--- src/rtl/sub_nibble_serial.sv ---
// ============================================================================
// sub_nibble_serial : nibble-serial BW-bit subtractor D = A - B - Bin
//                     (4-bit CLA slice on A, ~B) with valid/ready handshakes
// Revision: 1.0
// ============================================================================
`timescale 1ns/1ps
`default_nettype none

module sub_nibble_cla4 (
   input  logic [3:0] i_a,
   input  logic [3:0] i_b,
   input  logic       i_c,
   output logic [3:0] o_s,
   output logic       o_c3,
   output logic       o_c4
);

   logic [3:0] w_g;
   logic [3:0] w_p;
   logic [4:0] w_c;

   assign w_g    = i_a & i_b;
   assign w_p    = i_a ^ i_b;
   assign w_c[0] = i_c;
   assign w_c[1] = w_g[0] | (w_p[0] & w_c[0]);
   assign w_c[2] = w_g[1] | (w_p[1] & w_g[0]) | (w_p[1] & w_p[0] & w_c[0]);
   assign w_c[3] = w_g[2] | (w_p[2] & w_g[1]) | (w_p[2] & w_p[1] & w_g[0])
                 | (w_p[2] & w_p[1] & w_p[0] & w_c[0]);
   assign w_c[4] = w_g[3] | (w_p[3] & w_g[2]) | (w_p[3] & w_p[2] & w_g[1])
                 | (w_p[3] & w_p[2] & w_p[1] & w_g[0])
                 | (w_p[3] & w_p[2] & w_p[1] & w_p[0] & w_c[0]);

   assign o_s  = w_p ^ w_c[3:0];
   assign o_c3 = w_c[3];
   assign o_c4 = w_c[4];

endmodule

module sub_nibble_serial #(
   parameter int BW = 16
) (
   input  logic          i_clk,
   input  logic          i_rstn,
   input  logic          i_valid,
   output logic          o_ready,
   input  logic [BW-1:0] i_a,
   input  logic [BW-1:0] i_b,
   input  logic          i_bin,
   output logic          o_valid,
   input  logic          i_ready,
   output logic [BW-1:0] o_d,
   output logic          o_bout,
   output logic          o_zero,
   output logic          o_neg,
   output logic          o_ovf
);

   localparam int NIB = BW / 4;
   localparam int CW  = $clog2(NIB);

   typedef enum logic [1:0] {
      S_IDLE = 2'd0,
      S_CALC = 2'd1,
      S_DONE = 2'd2
   } state_t;

   state_t          state_q, state_d;
   logic [CW-1:0]   cnt_q, cnt_d;
   logic [BW-1:0]   a_q, a_d;
   logic [BW-1:0]   nb_q, nb_d;
   logic            carry_q, carry_d;
   logic [BW-1:0]   res_q, res_d;
   logic [BW-1:0]   dout_q, dout_d;
   logic            bout_q, bout_d;
   logic            zero_q, zero_d;
   logic            neg_q, neg_d;
   logic            ovf_q, ovf_d;

   logic [3:0]      w_a_nib;
   logic [3:0]      w_b_nib;
   logic [3:0]      w_sum;
   logic            w_c3;
   logic            w_c4;
   logic            w_last;

   assign w_a_nib = a_q[{cnt_q, 2'b00} +: 4];
   assign w_b_nib = nb_q[{cnt_q, 2'b00} +: 4];
   assign w_last  = (cnt_q == CW'(NIB - 1));

   sub_nibble_cla4 u_cla4 (
      .i_a  (w_a_nib),
      .i_b  (w_b_nib),
      .i_c  (carry_q),
      .o_s  (w_sum),
      .o_c3 (w_c3),
      .o_c4 (w_c4)
   );

   always_ff @(posedge i_clk or negedge i_rstn) begin
      if (!i_rstn) begin
         state_q <= S_IDLE;
         cnt_q   <= '0;
         a_q     <= '0;
         nb_q    <= '0;
         carry_q <= 1'b0;
         res_q   <= '0;
         dout_q  <= '0;
         bout_q  <= 1'b0;
         zero_q  <= 1'b0;
         neg_q   <= 1'b0;
         ovf_q   <= 1'b0;
      end else begin
         state_q <= state_d;
         cnt_q   <= cnt_d;
         a_q     <= a_d;
         nb_q    <= nb_d;
         carry_q <= carry_d;
         res_q   <= res_d;
         dout_q  <= dout_d;
         bout_q  <= bout_d;
         zero_q  <= zero_d;
         neg_q   <= neg_d;
         ovf_q   <= ovf_d;
      end
   end

   always_comb begin
      state_d = state_q;
      cnt_d   = cnt_q;
      a_d     = a_q;
      nb_d    = nb_q;
      carry_d = carry_q;
      res_d   = res_q;
      dout_d  = dout_q;
      bout_d  = bout_q;
      zero_d  = zero_q;
      neg_d   = neg_q;
      ovf_d   = ovf_q;
      case (state_q)
         S_IDLE: begin
            if (i_valid) begin
               // Subtraction as A + ~B + ~Bin: invert once at capture.
               a_d     = i_a;
               nb_d    = ~i_b;
               carry_d = ~i_bin;
               cnt_d   = '0;
               state_d = S_CALC;
            end
         end
         S_CALC: begin
            res_d[{cnt_q, 2'b00} +: 4] = w_sum;
            carry_d = w_c4;
            cnt_d   = cnt_q + CW'(1);
            if (w_last) begin
               // Publish the assembled result and flags together on DONE entry.
               dout_d  = res_d;
               bout_d  = ~w_c4;
               ovf_d   = w_c3 ^ w_c4;
               zero_d  = (res_d == '0);
               neg_d   = res_d[BW-1];
               cnt_d   = '0;
               state_d = S_DONE;
            end
         end
         S_DONE: begin
            if (i_ready) begin
               state_d = S_IDLE;
            end
         end
         default: begin
            state_d = S_IDLE;
         end
      endcase
   end

   assign o_ready = (state_q == S_IDLE);
   assign o_valid = (state_q == S_DONE);
   assign o_d     = dout_q;
   assign o_bout  = bout_q;
   assign o_zero  = zero_q;
   assign o_neg   = neg_q;
   assign o_ovf   = ovf_q;

endmodule

`default_nettype wire

--- config.mk ---
export PLATFORM = sky130hd
export DESIGN_NAME = sub_nibble_serial
export DESIGN_NICKNAME = d
export VERILOG_FILES = /design/src/rtl/sub_nibble_serial.sv
export SDC_FILE = /design/constraint.sdc
export NUM_CORES = 1
export LEC_CHECK = 0
export CORE_MARGIN = 5
export CORE_UTILIZATION = 53
export DETAILED_ROUTE_END_ITERATION = 10
export PLACE_DENSITY_LB_ADDON = 0.12
export SETUP_SLACK_MARGIN = 0.15
export SKIP_LAST_GASP = 1
export SYNTH_ARGS = -nofsm -noshare
export SYNTH_HDL_FRONTEND = slang
export SYNTH_HIERARCHICAL = 1
export SYNTH_SLANG_ARGS = --single-unit
--- constraint.sdc ---
create_clock -name i_clk -period 4.1 [get_ports i_clk]
set_input_delay 1.025 -clock i_clk [delete_from_list [all_inputs] [get_ports i_clk]]
set_output_delay 1.025 -clock i_clk [all_outputs]
set_load 0.1 [all_outputs]
==> results.sh <==
export IMPL_outcome="finished clean"
export IMPL_syn2layout_area_growth_pct=24.0
export IMPL_syn_nets=367
export IMPL_global_route_usage_met3_pct=2.92
export IMPL_synth_area_leaders="sky130_fd_sc_hd__dfrtp_1 (52%), sky130_fd_sc_hd__nand2_1 (5.3%), sky130_fd_sc_hd__mux4_2 (5.2%), sky130_fd_sc_hd__mux2_1 (4.2%), sky130_fd_sc_hd__ha_1 (3.6%)"
export IMPL_floorplan_io_pins=59
export IMPL_synthFlopType="sky130_fd_sc_hd__dfrtp_1"
export IMPL_hold_depth=2
export IMPL_clk_root_buffer_cell="sky130_fd_sc_hd__clkbuf_8"
export IMPL_vias=2479
export IMPL_antenna_cells=0
export IMPL_global_route_overflow_total=0
export IMPL_bufs_on_longest_clock_path=2
export IMPL_synth_top_area_share_pct=52.1
export IMPL_max_freq_mhz=303
export IMPL_count_of_nets_left_with_antenna_violations_after_detail_routing=0
export IMPL_setup_violations_final=0
export IMPL_final_critical_path_setup_slack_ps=799
export IMPL_synth_ff_latch_count=72
export IMPL_syn_area_per_cell_um2=10.8
export IMPL_clk_pin_slew_worst_paths_ps=70
export IMPL_initialDrtViolationCount=70
export IMPL_grt_pass1_vias=2589
export IMPL_grt_pass1_wl_um=11900
export IMPL_cts_hold_buf=0
export IMPL_critical_path_max_fanout=18
export IMPL_cts_repair_timing_setup_buffer_count=0
export IMPL_globalRouteMet2Util_pct=29.4
export IMPL_arrival_ps=3530
export IMPL_maxCapViolCount=0
export IMPL_numCtsBuffers=9
export IMPL_worst_skew_pair_late_latency_ps=340
export IMPL_design_area_um2=4290
export IMPL_worst_r2r_path_depth=8
export IMPL_chipHeight_um=90.8
export IMPL_post_cts_resized=0
export IMPL_total_wirelength_um=6850
export IMPL_sequential_cell_area_um2=1800
export IMPL_horizontal_die_dimension_um=90.8
export IMPL_synth_async_reset_ratio_pct=100
export IMPL_timing_hold_violations_final=0
export IMPL_cts_max_level=3
export IMPL_max_slew_worst_pin_slew_ps=967
export IMPL_post_synth_instance_area_um2=3460
export IMPL_io_buffer_count=58
export IMPL_timing_critical_path_to_type="flop"
export IMPL_worst_hold_path_class="flop to flop"
export IMPL_yosysWarningCount=6
export IMPL_timing_clock_skew_ps=9.65
export IMPL_final_setup_tns_ps=0
export IMPL_routability_cong=0.847
export IMPL_tritoncts="built"
export IMPL_grt_antenna_before_repair=0
export IMPL_yosysSeqAreaShare_pct=52.1
export IMPL_floorplan_die_area_um2=8240
export IMPL_placement_cell_area_um2=4070
export IMPL_worstPathRequired_ps=4330
export IMPL_worst_setup_path_type="flop to flop"
export IMPL_nNetsFinal=419
export IMPL_holdWs_ps=481
export IMPL_post_dp_hpwl_um=5000
export IMPL_preCtsSetupSlack_ps=764
export IMPL_timing_final_max_slew_violations=0
export IMPL_grt_start_max_net_pins=54
export IMPL_multi_input_gate_area_um2=1530
export IMPL_routed_wire_length_per_instance_um=15.1
export IMPL_cp_start_kind="flop"
export IMPL_drt_vias_per_instance=5.47
export IMPL_initial_utilization_pct=54.5
export IMPL_number_of_remaining_drc_errors=0
export IMPL_final_common_cell="sky130_fd_sc_hd__dfrtp_1"
export IMPL_synth_enable_flop_cells=0
export IMPL_floorplan_core_area_um2=6350
export IMPL_grt_setup_unrepaired="no"
export IMPL_post_route_min_period_ps=3300
export IMPL_grt_util_met1_pct=22.4
export IMPL_relSlewSlack_pct=35.3
export IMPL_clkSinkCount=72
export IMPL_post_synth_num_cell_types=47
export IMPL_layout_drive_gt1_share_pct=10.1
export IMPL_global_route_peak_usage_layer="met2"
export IMPL_row_count=29
export IMPL_globalRouteTotalUtil_pct=17.6
export IMPL_synth_cells=319
export IMPL_most_common_layout_cells="sky130_fd_sc_hd__dfrtp_1 (72), sky130_fd_sc_hd__clkdlybuf4s50_1 (57), sky130_fd_sc_hd__nand2_1 (49), sky130_fd_sc_hd__o21ai_1 (23), sky130_fd_sc_hd__o21ai_0 (21)"
export IMPL_final_min_period_over_clock_period_pct=80.5
export IMPL_num_fill_cells=491
export IMPL_netlist_top_cell_by_area="sky130_fd_sc_hd__dfrtp_1"
export IMPL_drtPass1Iterations=4
[synthesized netlist by cell type (2+ instances only)]
cell / instances
sky130_fd_sc_hd__mux4_2: 8
sky130_fd_sc_hd__clkbuf_1: 13
sky130_fd_sc_hd__nand2_1: 49
sky130_fd_sc_hd__nand4_1: 2
sky130_fd_sc_hd__nor4_1: 3
sky130_fd_sc_hd__a22o_1: 11
sky130_fd_sc_hd__and2_1: 3
sky130_fd_sc_hd__nor2b_1: 18
sky130_fd_sc_hd__mux2_1: 13
sky130_fd_sc_hd__mux2_2: 3
sky130_fd_sc_hd__nand3_1: 4
sky130_fd_sc_hd__inv_1: 7
sky130_fd_sc_hd__buf_2: 6
sky130_fd_sc_hd__nor2_1: 6
sky130_fd_sc_hd__o21ai_1: 23
sky130_fd_sc_hd__dfrtp_1: 72
sky130_fd_sc_hd__ha_1: 10
sky130_fd_sc_hd__xnor2_1: 2
sky130_fd_sc_hd__xor2_1: 2
sky130_fd_sc_hd__a21oi_1: 11
sky130_fd_sc_hd__o21ai_0: 21
sky130_fd_sc_hd__nor3_1: 2
sky130_fd_sc_hd__nand3b_1: 2
sky130_fd_sc_hd__nand2b_1: 2
sky130_fd_sc_hd__a31oi_1: 4
[path summary, 6_finish.rpt]
check                              start  endpoint  slack (ps)
worst min register to register   nb_q[3]   nb_q[3]         480
min in group asynchronous         i_rstn    o_d[0]         690
worst max register to register  cnt_q[0]    o_zero         800
worst min-delay path             nb_q[3]   nb_q[3]         480
worst max-delay path            cnt_q[0]    o_zero         800
max in group asynchronous         i_rstn   nb_q[2]        2600
[cells by family after synthesis]
family                     after synthesis  share of synthesized area, %
muxes                                   25                          10.7
buffers and inverters                   29                          3.69
and+or+nand+nor                         96                          13.7
adders and majority gates               11                          4.20
xor gates and xnor gates                 4                          1.01
AOI/OAI and AO/OA                       82                          14.6
DFF                                     72                          52.1
[per-stage QoR]
step                      std cells  utilization [%]
after global routing            453             67.5
after detailed placement        437             64.0
after CTS                       453             67.5
after global placement          437             64.0
final                           453             67.5
after floorplan                 319                -
[metal layers]
layer  share of wire [%]  wire length [um]  up-vias
met3                 5.3               364       12
li1                    -                 -     1230
met4                 1.9               131        0
met1                  44              3020     1174
met2                  49              3340       63
met5                   0                 0        -
[cell type report]
class,count,area share (%)
sequential,72,42.0
multi-input combinational,218,35.7
timing repair buffer,63,14.3
clock buffer,12,3.38
tap,77,2.25
clock inverter,4,1.78
inverter,7,0.613
[flip-flops by register name, indices dropped and copies added (netlist names)]
name	flops
o_ovf	1
a_q	16
state_q	2
nb_q	16
o_d	16
cnt_q	2
o_bout	1
res_q	16
o_zero	1
carry_q	1
[worst max-delay path, cell delays in order, from the launching register on]
cell and delay, ps:
sky130_fd_sc_hd__dfrtp_1 820, sky130_fd_sc_hd__mux4_2 620, sky130_fd_sc_hd__ha_1 320, sky130_fd_sc_hd__a211oi_2 270, sky130_fd_sc_hd__o21bai_2 140, sky130_fd_sc_hd__xor2_1 540
sky130_fd_sc_hd__a31oi_1 270, sky130_fd_sc_hd__nand4_1 150, sky130_fd_sc_hd__o31ai_2 60
Power is left out: the tool's default activity adds up to more than one toggle a clock period on the data nets, which glitch-free logic cannot reach.
